### config.mk
export PLATFORM = sky130hd
export DESIGN_NAME = reg_file_sb
export DESIGN_NICKNAME = d
export VERILOG_FILES = /design/src/rtl/reg_file_sb.sv
export SDC_FILE = /design/constraint.sdc
export NUM_CORES = 2
export LEC_CHECK = 0
export CAP_MARGIN = 20
export CORE_MARGIN = 3
export CORE_UTILIZATION = 25
export DETAILED_ROUTE_END_ITERATION = 10
export PLACE_DENSITY = 0.41
export RECOVER_POWER = 50
export SYNTH_ARGS = -nofsm -noshare
export SYNTH_HDL_FRONTEND = slang
export SYNTH_SLANG_ARGS = --single-unit
### constraint.sdc
create_clock -name clk -period 5 [get_ports clk]
set_input_delay 0.75 -clock clk [delete_from_list [all_inputs] [get_ports clk]]
set_output_delay 0.75 -clock clk [all_outputs]
set_load 0.01 [all_outputs]
### src/rtl/reg_file_sb.sv
// Multi-read-port register file with pending-write scoreboard, clear sweep and write bypass.
// Optional even parity per entry when REGFILE_PARITY_EN is defined.
module reg_file_sb #(
  parameter int unsigned XLEN   = 32,
  parameter int unsigned NREG   = 32,
  parameter int unsigned NRD    = 2,
  parameter int unsigned BYPASS = 1
) (
  input  logic                 clk,
  input  logic                 rst,
  input  logic                 we,
  input  logic [$clog2(NREG)-1:0] rd_addr,
  input  logic [XLEN-1:0]      rd_data,
  input  logic                 set_vld,
  input  logic [$clog2(NREG)-1:0] set_addr,
  input  logic [NRD*$clog2(NREG)-1:0] rs_addr,
  output logic [NRD*XLEN-1:0]  rs_data,
  output logic [NRD-1:0]       rs_busy,
  output logic                 init_done,
  output logic [NRD-1:0]       par_err
);

  localparam int unsigned AW    = $clog2(NREG);
  localparam bit          BypEn = (BYPASS != 0);

  typedef enum logic [0:0] {StClear, StRun} state_e;

  state_e          state_q, state_d;
  logic [AW-1:0]   idx_q, idx_d;
  logic [NREG-1:0][XLEN-1:0] mem_q;
  logic [NREG-1:0] pend_q;
`ifdef REGFILE_PARITY_EN
  logic [NREG-1:0] par_q;
`endif

  logic run;
  logic sweep;
  logic wr_en;

  // Outputs are masked combinationally while rst is high, even if the state is still RUN.
  assign run       = (state_q == StRun) && !rst;
  assign sweep     = (state_q == StClear) && !rst;
  assign wr_en     = run && we && (rd_addr != '0);
  assign init_done = run;

  always_comb begin
    state_d = state_q;
    idx_d   = idx_q;
    unique case (state_q)
      StClear: begin
        idx_d = idx_q + 1'b1;
        if (idx_q == AW'(NREG - 1)) state_d = StRun;
      end
      StRun:   state_d = StRun;
      default: state_d = StClear;
    endcase
  end

  always_ff @(posedge clk) begin
    if (rst) begin
      state_q <= StClear;
      idx_q   <= '0;
    end else begin
      state_q <= state_d;
      idx_q   <= idx_d;
    end
  end

  // Storage has no reset; the sweep zeroes it before the file becomes usable.
  always_ff @(posedge clk) begin
    if (sweep) begin
      mem_q[idx_q] <= '0;
`ifdef REGFILE_PARITY_EN
      par_q[idx_q] <= 1'b0;
`endif
    end else if (wr_en) begin
      mem_q[rd_addr] <= rd_data;
`ifdef REGFILE_PARITY_EN
      par_q[rd_addr] <= ^rd_data;
`endif
    end
  end

  // A set and a write to the same register in one cycle: the newer producer keeps it pending.
  always_ff @(posedge clk) begin
    if (rst) begin
      pend_q <= '0;
    end else if (state_q == StRun) begin
      for (int unsigned r = 1; r < NREG; r++) begin
        if (set_vld && (set_addr == AW'(r))) begin
          pend_q[r] <= 1'b1;
        end else if (we && (rd_addr == AW'(r))) begin
          pend_q[r] <= 1'b0;
        end
      end
    end
  end

  for (genvar i = 0; i < NRD; i++) begin : g_rd
    logic [AW-1:0] addr;
    logic          live;
    logic          hit;

    assign addr = rs_addr[i*AW +: AW];
    assign live = run && (addr != '0);
    assign hit  = BypEn && wr_en && (addr == rd_addr);

    assign rs_data[i*XLEN +: XLEN] = !live ? '0 : (hit ? rd_data : mem_q[addr]);
    assign rs_busy[i]              = live && !hit && pend_q[addr];
`ifdef REGFILE_PARITY_EN
    assign par_err[i] = live && !hit && (^{par_q[addr], mem_q[addr]});
`else
    assign par_err[i] = 1'b0;
`endif
  end

endmodule

==> reports/metrics.cfg <==
[status]
status = finished, violations left
violations = max-capacitance violations, max-slew violations, negative setup slack

[floorplanning]
core-area_um2 = 247300
initial_core_util_pct = 25.27
core.rowCount = 182
die_w_um = 506.0
io_pins = 125
die_h_um = 506.0
fp.dieArea_um2 = 256000

[synth]
ys_top_cells_by_area = edfxtp_1 (49%), a22o_1 (14%), mux4_2 (10%)
synth-edff-count = 1024
synth-main-ff-cell = edfxtp_1
async_reset_ff_share_pct = 0
yosys.area.top_type = edfxtp_1
synth_common_cells = edfxtp_1 (1024), a22o_1 (992), mux2i_1 (502), clkbuf_1 (324), mux4_2 (285)
ys_ff_latch = 1061
seq_area_frac_synth_pct = 50.39
yosysTopAreaCellShare_pct = 49.21
synthDistinctLibCells = 56
yosysWarnings = 0
yosys.cell_count.top_type = edfxtp_1
synth_cells = 4601
synth.cell_area_um2 = 62490
syn_avg_cell_area_um2 = 13.58

[clock_network]
cts_tree = done
clk_pin_slew_worst_paths_ps = 60
htreeDepth = 4
cts_setup_buffers = 0
cts_buffer_depth = 3
numCtsBuffers = 135
cts_sinks = 1061
hold_buffers = 0
clk_latency_ps = 790
clock-root-buffer = clkbuf_16

[sta]
period_needed_ps = 5010
grt_setup_unrepaired = false
hold_viol = 0
finalClockSkew_ps = 21.63
hold_ws_ps = 397.9
fin_ws_ps = -10.12
maxSlewViolCount = 406
relSlewSlack_pct = -57.02
tightestPinTransition_ps = 2355
setup_viol = 1
min_period_over_period_pct = 100.2
clock.fmax_mhz = 199.6

[global_route]
grt_pass1_vias = 47960
grt_start_max_net_pins = 63
grt_pass1_wl_mm = 414.9
overflow = 0
grt_usage_pct = 22.82
antenna_found_initial = 10

[routing]
wl_per_cell_um = 37.73
via_per_inst = 6.081
routed_wl_mm = 303.3
vias = 48890
drt_iter0_drc = 5538
drt-pass1-iter-count = 6
postRouteAntennaNets = 0
drc = 0

[flow_run]
drv_cap = 15

[final_layout]
stdcell_count = 8040
final_layout_size_suffix_gt1_share_pct = 19.74
fill_cells = 24840
finalNetCount = 4687
syn_to_final_growth_pct = 17.20
finalInstanceArea_um2 = 73240

[pwr]
ir_drop_mv = 0.3624
finalPower_mw = 24.57
leakagePower_nw = 27.32
power_density_nw_per_um2 = 335.4

[worst_setup_path]
worstPathCellList = buf_8 -> buf_12 -> mux2i_1 -> a221oi_1 -> a22oi_1 -> buf_4 -> a21boi_0 -> a211o_1 -> clkdlybuf4s50_1
start_kind = input port
critPathArrivalTime_ps = 4260
worst-path-max-fanout = 40
critical_path_class = input port to primary output
max_stage_delay_ps = 720
endpoint_kind = primary output
slowest_stage = a21boi_0
cp.required_ps = 4250

[placement]
io_buffer_count = 122
gp_congestion = 0.8761
placedInstanceArea_um2 = 69420
place_inst = 7801
place_hpwl_mm = 179.0

[worst_hold_path]
hold_path.class = input port to flop

==> placed cells by master, fill, tap and decap left out, types with 58 or more instances in the layout <==
cell	instances
and2_1	81
a221oi_1	248
a211o_1	62
nand2_1	126
clkdlybuf4s50_1	113
mux2i_1	502
mux4_2	285
o21bai_1	124
a22oi_1	150
a22o_1	992
buf_4	254
clkbuf_16	141
edfxtp_1	1024
buf_12	58
==> metrics by stage <==
| step | setup slack [ps] | TNS, ps | utilization [%] |
|---|---|---|---|
| floorplan | 640.3 | 0 | - |
| global route | 5.320 | 0 | 29.61 |
| CTS | 7.871 | 0 | 29.81 |
| global placement | -381.1 | -1009 | 28.06 |
| detailed placement | -47.98 | -93.83 | 28.07 |
| finish | -10.12 | -10.12 | 29.61 |
==> state kept, by name, indices dropped and copies added, names as in the netlist <==
register	flops
mem_q	1024
pend_q	31
idx_q	5
state_q	1
==> cells by family (layout without fill, tap and decap cells) <==
family	after synthesis	after routing	synth area share, %
AND/OR/NAND/NOR	379	379	2.929
adder cells (fa/ha/maj)	5	5	0.1001
multiplexers	789	789	18.35
other	1	3	0.006001
AO/OA/AOI/OAI	1735	1735	23.44
XOR/XNOR	13	13	0.1822
buffers and inverters	618	743	4.597
flip-flops	1061	1061	50.39
==> metal layers <==
layer / global-route usage [%] / part of all wire, % / vias up
li1: - / - / 19430
met1: 29.01 / 40 / 26010
met2: 38.30 / 48 / 2784
met3: 3.289 / 6.7 / 657
met4: 10.38 / 5.0 / 8
met5: 0 / 0.014 / -
==> report_power, final <==
part,internal [mW],switching (mW),leakage (nW)
registers,10.4,0.422,10.8
logic,1.39,2.37,14.5
clock network,5.82,4.15,2.10
==> layout make-up <==
type / instances / area (µm²) / area share, %
flip-flops and latches: 1061 / 31490 / 43.00
multi-input cells: 2923 / 28660 / 39.13
repair buffers: 496 / 4596 / 6.275
well taps: 3312 / 4144 / 5.658
clock buffers: 174 / 3662 / 5.001
clock inverters: 64 / 644.4 / 0.8798
inverters: 9 / 38.79 / 0.05296
diodes: 1 / 2.502 / 0.003417
==> critical path: cells and delay by family <==
family                 cells  cell delay [ps]
AO/OA/AOI/OAI              4             1650
multiplexers               1              130
buffers and inverters      4             1590
==> final timing paths <==
check | cells past startpoint | endpoint | slack [ps] | from
worst min-delay path | 2 | pend_q[25] | 400 | rst
worst max register to register | 4 | mem_q[327] | 10 | state_q
worst min register to register | 2 | pend_q[3] | 500 | pend_q[3]
worst max-delay path | 9 | rs_data[27] | -10 | rs_addr[0]
==> repair_timing <==
item                       CTS  global route
pin swaps                    0             0
setup endpoints to repair    2             4
resized for setup            2             4
(Power assumes the default switching activity.)
